[config.mk]
export PLATFORM = sky130hd
export DESIGN_NAME = ex_stage
export DESIGN_NICKNAME = d
export VERILOG_FILES = /design/src/rtl/ex_stage.sv
export SDC_FILE = /design/constraint.sdc
export NUM_CORES = 1
export LEC_CHECK = 0
export BUFFER_PORTS_ARGS = -buffer_cell sky130_fd_sc_hd__buf_2
export CORE_AREA = 2 2 216 218
export CTS_BUF_LIST = sky130_fd_sc_hd__clkbuf_2
export CTS_CLUSTER_SIZE = 16
export DETAILED_ROUTE_END_ITERATION = 6
export DIE_AREA = 0 0 218 220
export GPL_TIMING_DRIVEN = 0
export SLEW_MARGIN = 5
export SYNTH_ARGS = -nofsm -noshare
export SYNTH_HDL_FRONTEND = slang
export SYNTH_SLANG_ARGS = --single-unit
[constraint.sdc]
create_clock -name clk -period 9.6 [get_ports clk]
set_clock_uncertainty 0.2 [all_clocks]
set_input_delay 1.92 -clock clk [delete_from_list [all_inputs] [get_ports clk]]
set_output_delay 1.92 -clock clk [all_outputs]
set_load 0.005 [all_outputs]
[src/rtl/ex_stage.sv]
// Execute stage with EX/MEM pipeline register: forwarding, ALU, RegDst/ALU_Src muxing,
// branch target, and an iterative shift-add multiplier that stalls upstream while busy.
//
// state | meaning
// IDLE  | single-cycle ops; a mult launches here
// MUL   | one shift-add iteration per cycle, EX/MEM loads bubbles
// DONE  | product retires into EX/MEM with the held ID/EX controls
module ex_stage #(
  parameter int MUL_CYCLES = 32
) (
  input  logic        clk,
  input  logic        rst,
  input  logic [31:0] data1,
  input  logic [31:0] data2,
  input  logic [31:0] immediate_value,
  input  logic [31:0] next,
  input  logic [4:0]  rd,
  input  logic [4:0]  rt,
  input  logic [1:0]  alu_op,
  input  logic        alu_src,
  input  logic        reg_dst,
  input  logic        branch,
  input  logic        mem_read,
  input  logic        mem_write,
  input  logic        write_reg,
  input  logic        write_back,
  input  logic [1:0]  fwd_a,
  input  logic [1:0]  fwd_b,
  input  logic [31:0] ex_mem_fwd_data,
  input  logic [31:0] mem_wb_fwd_data,
  input  logic        flush,
  output logic        stall_req,
  output logic [31:0] o_alu_result,
  output logic [31:0] o_store_data,
  output logic [31:0] o_branch_target,
  output logic        o_zero,
  output logic [4:0]  o_dest_reg,
  output logic        o_branch,
  output logic        o_mem_read,
  output logic        o_mem_write,
  output logic        o_write_reg,
  output logic        o_write_back
);

  localparam int CW = (MUL_CYCLES > 1) ? $clog2(MUL_CYCLES) : 1;
  localparam logic [CW-1:0] LAST_COUNT = CW'(MUL_CYCLES - 1);

  typedef enum logic [1:0] {IDLE, MUL, DONE} state_t;

  state_t        state_q, state_d;
  logic [CW-1:0] count_q, count_d;
  logic [31:0]   mcand_q, mcand_d;
  logic [31:0]   mplier_q, mplier_d;
  logic [31:0]   acc_q, acc_d;

  logic [31:0] alu_result_q, alu_result_d;
  logic [31:0] store_data_q, store_data_d;
  logic [31:0] branch_target_q, branch_target_d;
  logic        zero_q, zero_d;
  logic [4:0]  dest_reg_q, dest_reg_d;
  logic [4:0]  ctrl_q, ctrl_d;

  logic [31:0] op_a, fwd_b_val, op_b, alu_res, res;
  logic [5:0]  funct;
  logic [4:0]  shamt;
  logic        is_mult;
  logic        ctrl_en;

  assign funct = immediate_value[5:0];
  assign shamt = immediate_value[10:6];

  always_comb begin
    case (fwd_a)
      2'b01:   op_a = mem_wb_fwd_data;
      2'b10:   op_a = ex_mem_fwd_data;
      default: op_a = data1;
    endcase
    case (fwd_b)
      2'b01:   fwd_b_val = mem_wb_fwd_data;
      2'b10:   fwd_b_val = ex_mem_fwd_data;
      default: fwd_b_val = data2;
    endcase
    op_b = alu_src ? immediate_value : fwd_b_val;
  end

  assign is_mult = (alu_op == 2'b10) && (funct == 6'h18);

  always_comb begin
    alu_res = 32'd0;
    case (alu_op)
      2'b00: alu_res = op_a + op_b;
      2'b01: alu_res = op_a - op_b;
      2'b11: alu_res = {31'd0, $signed(op_a) < $signed(op_b)};
      default: begin
        case (funct)
          6'h20:   alu_res = op_a + op_b;
          6'h22:   alu_res = op_a - op_b;
          6'h24:   alu_res = op_a & op_b;
          6'h25:   alu_res = op_a | op_b;
          6'h2A:   alu_res = {31'd0, $signed(op_a) < $signed(op_b)};
          6'h00:   alu_res = op_b << shamt;
          default: alu_res = 32'd0;
        endcase
      end
    endcase
  end

  // Flush and reset both cancel the stall in the same cycle they are seen.
  assign stall_req = !rst && !flush &&
                     (((state_q == IDLE) && is_mult) || (state_q == MUL));

  always_comb begin
    state_d  = state_q;
    count_d  = count_q;
    mcand_d  = mcand_q;
    mplier_d = mplier_q;
    acc_d    = acc_q;
    res      = alu_res;
    ctrl_en  = !flush;
    case (state_q)
      IDLE: begin
        if (is_mult && !flush) begin
          state_d  = MUL;
          mcand_d  = op_a;
          mplier_d = op_b;
          acc_d    = 32'd0;
          count_d  = '0;
          ctrl_en  = 1'b0;
        end
      end
      MUL: begin
        ctrl_en = 1'b0;
        if (flush) begin
          state_d = IDLE;
          count_d = '0;
        end else begin
          if (mplier_q[0]) acc_d = acc_q + mcand_q;
          mcand_d  = mcand_q << 1;
          mplier_d = mplier_q >> 1;
          count_d  = count_q + CW'(1);
          if (count_q == LAST_COUNT) begin
            state_d = DONE;
            count_d = '0;
          end
        end
      end
      DONE: begin
        // The mult is still sitting in ID/EX; return to IDLE without relaunching.
        res     = acc_q;
        state_d = IDLE;
        count_d = '0;
      end
      default: state_d = IDLE;
    endcase

    alu_result_d    = res;
    zero_d          = (res == 32'd0);
    store_data_d    = fwd_b_val;
    branch_target_d = next + (immediate_value << 2);
    dest_reg_d      = reg_dst ? rd : rt;
    ctrl_d          = {branch, mem_read, mem_write, write_reg, write_back} & {5{ctrl_en}};
  end

  always_ff @(posedge clk) begin
    if (rst) begin
      state_q         <= IDLE;
      count_q         <= '0;
      mcand_q         <= 32'd0;
      mplier_q        <= 32'd0;
      acc_q           <= 32'd0;
      alu_result_q    <= 32'd0;
      store_data_q    <= 32'd0;
      branch_target_q <= 32'd0;
      zero_q          <= 1'b0;
      dest_reg_q      <= 5'd0;
      ctrl_q          <= 5'd0;
    end else begin
      state_q         <= state_d;
      count_q         <= count_d;
      mcand_q         <= mcand_d;
      mplier_q        <= mplier_d;
      acc_q           <= acc_d;
      alu_result_q    <= alu_result_d;
      store_data_q    <= store_data_d;
      branch_target_q <= branch_target_d;
      zero_q          <= zero_d;
      dest_reg_q      <= dest_reg_d;
      ctrl_q          <= ctrl_d;
    end
  end

  assign o_alu_result    = alu_result_q;
  assign o_store_data    = store_data_q;
  assign o_branch_target = branch_target_q;
  assign o_zero          = zero_q;
  assign o_dest_reg      = dest_reg_q;
  assign {o_branch, o_mem_read, o_mem_write, o_write_reg, o_write_back} = ctrl_q;

endmodule

==> metrics.cfg <==
[setup_path]
critPathMaxStageDelay_ns=0.84
crit_path_frequent_cell=buf_1
crit_required_ns=10.34
path_class=input pin to flop
worst_setup_path_start_kind=input pin
arrival_ns=10.02
crit_chain=clkbuf_1 -> buf_2 -> buf_1 -> buf_2 -> buf_1 -> buf_1 -> nor2_1 -> a21oi_1 -> ha_1 -> clkbuf_1 -> o211ai_1 -> a21oi_1 -> o31ai_1 -> o21ai_0 -> o21a_1 -> a31oi_1 -> xor2_1 -> a221oi_1 -> o2111ai_1 -> nor4_1 -> nand4_1 -> nor4_1
slowest_stage=o31ai_1
critPathMaxFanout=10
crit_path_end_kind=flop

[timing]
fin_hold_ws_ns=0.258
setup_viol=0
drv_slew=0
worst_slew_pin_slew_ns=1.45
hold_viol_final=0
setup_ws_ns=0.325
slew_headroom_pct=3.12
fin_crit_ns=9.27
setup_tns_ns=0
max_freq_mhz=108
post-route-period-util_pct=96.6
rsz0062_at_grt=false

[finish]
syn_to_final_growth_pct=15.1
finalNonFillerCells=3700
final_common_cell=buf_2
drive_gt1_share_pct=16.5
seqCellArea_mm2=0.00420
design_area_mm2=0.0224
mostFrequentLayoutCells=buf_2 (339), nor2_1 (325), nand2_1 (290)
fillers=4748
nets=3428
multi_input_area_mm2=0.0141

[synth]
yosysSeqAreaShare_pct=21.6
synthSimpleGateAreaFrac_pct=21.9
synth_area_mm2=0.0195
yosysWarningCount=0
syn_area_per_cell_um2=7.34
synth_edf_count=0
ys_ff_latch=210
async_flop_share_pct=0
syn_inst=2654
ys_types=86
ys.flop_type=dfxtp_1
synth_nets=3043
synth_fa_ha_area_share_pct=11.1
synth_compound_area_share_pct=30.6
synthMuxAreaShare_pct=5.13
synthXorXnorAreaFrac_pct=3.51
synth_top_family_by_area=compound AO/OA/AOI/OAI gates

[place]
placed_cell_area_mm2=0.0218
dpl.hpwl_mm=82.7
placed_cells=3584
place_congestion=1.04
port_buffers=323
place_worst_setup_slack_ns=-0.209

[cts]
cts_htree_levels=2
clk_pin_slew_worst_paths_ns=0.10
cts_resized=0
postCtsSetupBuffers=0
cts_tree=done
clkLatencyLatePin_ns=1.10
cts_max_path_buffers=3
ctsHoldBuffers=0
cts_sinks=210
clockRootBuffer=clkbuf_2
cts_buffers=60

[detailed_routing]
dr.pass1.iters=7
ant_nets=0
vias_per_cell=6.38
num_vias=23600
detail_route.wl_per_cell_um=27.5
totalWireLength_mm=102
drt-initial-drc-count=3331
post-route-drc-count=6

[power]
power_leakage_nw=9.90
power_density_mw_per_mm2=134
vdd_drop_max_mv=0.0834

[floorplan]
num_rows=79
die_x_um=218
start_util_pct=42.4
io_pins=326
coreArea_mm2=0.0459
die_h_um=220
die-area_mm2=0.0480

[min_path]
worst_hold_path_type=flop to flop

[status]
status=complete, but fails checks
violations=design-rule violations

[flow_run]
cap_violations=0

[global_routing]
grt_pass1_wl_mm=145
antenna_found_initial=12
gr-total-overflow=0
grtUsageTotal_pct=41.1
first_global_vias=21500
grt_max_degree=16

[synth_stat cells, types with 11 or more instances]
library cell	count	area (µm²)
a211oi_1	20	150
a21o_1	49	368
a21oi_1	230	1150
a221o_1	20	200
a221oi_1	32	280
a22oi_1	51	383
a311oi_1	34	298
a31oi_1	26	163
and2_1	19	119
buf_1	18	67.6
buf_2	16	80.1
clkbuf_1	145	544
dfxtp_1	210	4200
ha_1	167	2090
inv_1	127	477
mux2_2	13	146
mux2i_1	38	380
mux4_2	21	473
nand2_1	290	1090
nand2b_1	32	200
nand3_1	47	235
nand4_1	20	125
nor2_1	325	1220
nor2b_1	55	344
nor3_1	58	290
nor4_1	15	93.8
o211ai_1	54	405
o21a_1	24	180
o21ai_0	131	656
o21bai_1	14	105
o221ai_1	24	210
o22ai_1	24	150
o31ai_1	23	173
o32ai_1	11	96.3
or2_2	20	125
or3_1	19	119
xnor2_1	52	455
xor2_1	26	228
[per-stage QoR]
step | utilization [%] | total power [mW]
finish | 48.8 | 3.00
CTS | 48.8 | 2.95
floorplan | - | 1.77
detailed placement | 47.6 | 2.26
global route | 48.8 | 3.14
global placement | 47.6 | 2.26
[worst max-delay path: cells and delay by family]
| family | cells | cell delay (ns) |
|---|---|---|
| AO/OA/AOI/OAI | 9 | 3.82 |
| XOR/XNOR | 1 | 0.12 |
| adder cells (fa/ha/maj) | 1 | 0.35 |
| buffers and inverters | 7 | 2.97 |
| AND/OR/NAND/NOR | 4 | 0.81 |
[routing by layer]
layer | up-vias | share of wire, % | global-route usage (%)
met5 | - | 0 | 0
met4 | 0 | 5.6 | 20.7
met1 | 11200 | 41 | 54.3
met3 | 294 | 11 | 10.4
li1 | 10500 | - | -
met2 | 1567 | 42 | 61.9
[area by class of cell]
type | instances | share of cell area [%]
Timing Repair Buffer | 323 | 7.22
Tap cell | 607 | 3.39
Multi-Input combinational cell | 2133 | 62.8
Clock inverter | 21 | 0.486
Buffer | 180 | 3.14
Clock buffer | 83 | 1.85
Inverter | 131 | 2.20
Sequential cell | 210 | 18.8
Antenna cell | 12 | 0.134
[path summary, 6_finish.rpt]
check	depth (start not counted)	to	start	slack, ns
max	22	o_zero$_SDFF_PP0_	alu_src	0.33
min	2	mplier_q[12]$_SDFFE_PP0P_	mplier_q[12]$_SDFFE_PP0P_	0.26
max reg2reg	9	o_zero$_SDFF_PP0_	state_q[0]$_SDFFE_PP0P_	5.06
min reg2reg	2	mplier_q[12]$_SDFFE_PP0P_	mplier_q[12]$_SDFFE_PP0P_	0.26
[kinds of logic after synthesis]
| family | after synthesis |
|---|---|
| AND/OR/NAND/NOR | 938 |
| AO/OA/AOI/OAI | 874 |
| buffers and inverters | 311 |
| flip-flops | 210 |
| adder cells (fa/ha/maj) | 171 |
| XOR/XNOR | 78 |
| multiplexers | 72 |
[power breakdown]
| group | total (mW) | internal [mW] | switching (mW) |
|---|---|---|---|
| clock network | 0.701 | 0.261 | 0.440 |
| logic | 1.37 | 0.462 | 0.903 |
| registers | 0.934 | 0.922 | 0.0119 |
(Power assumes the default switching activity.)
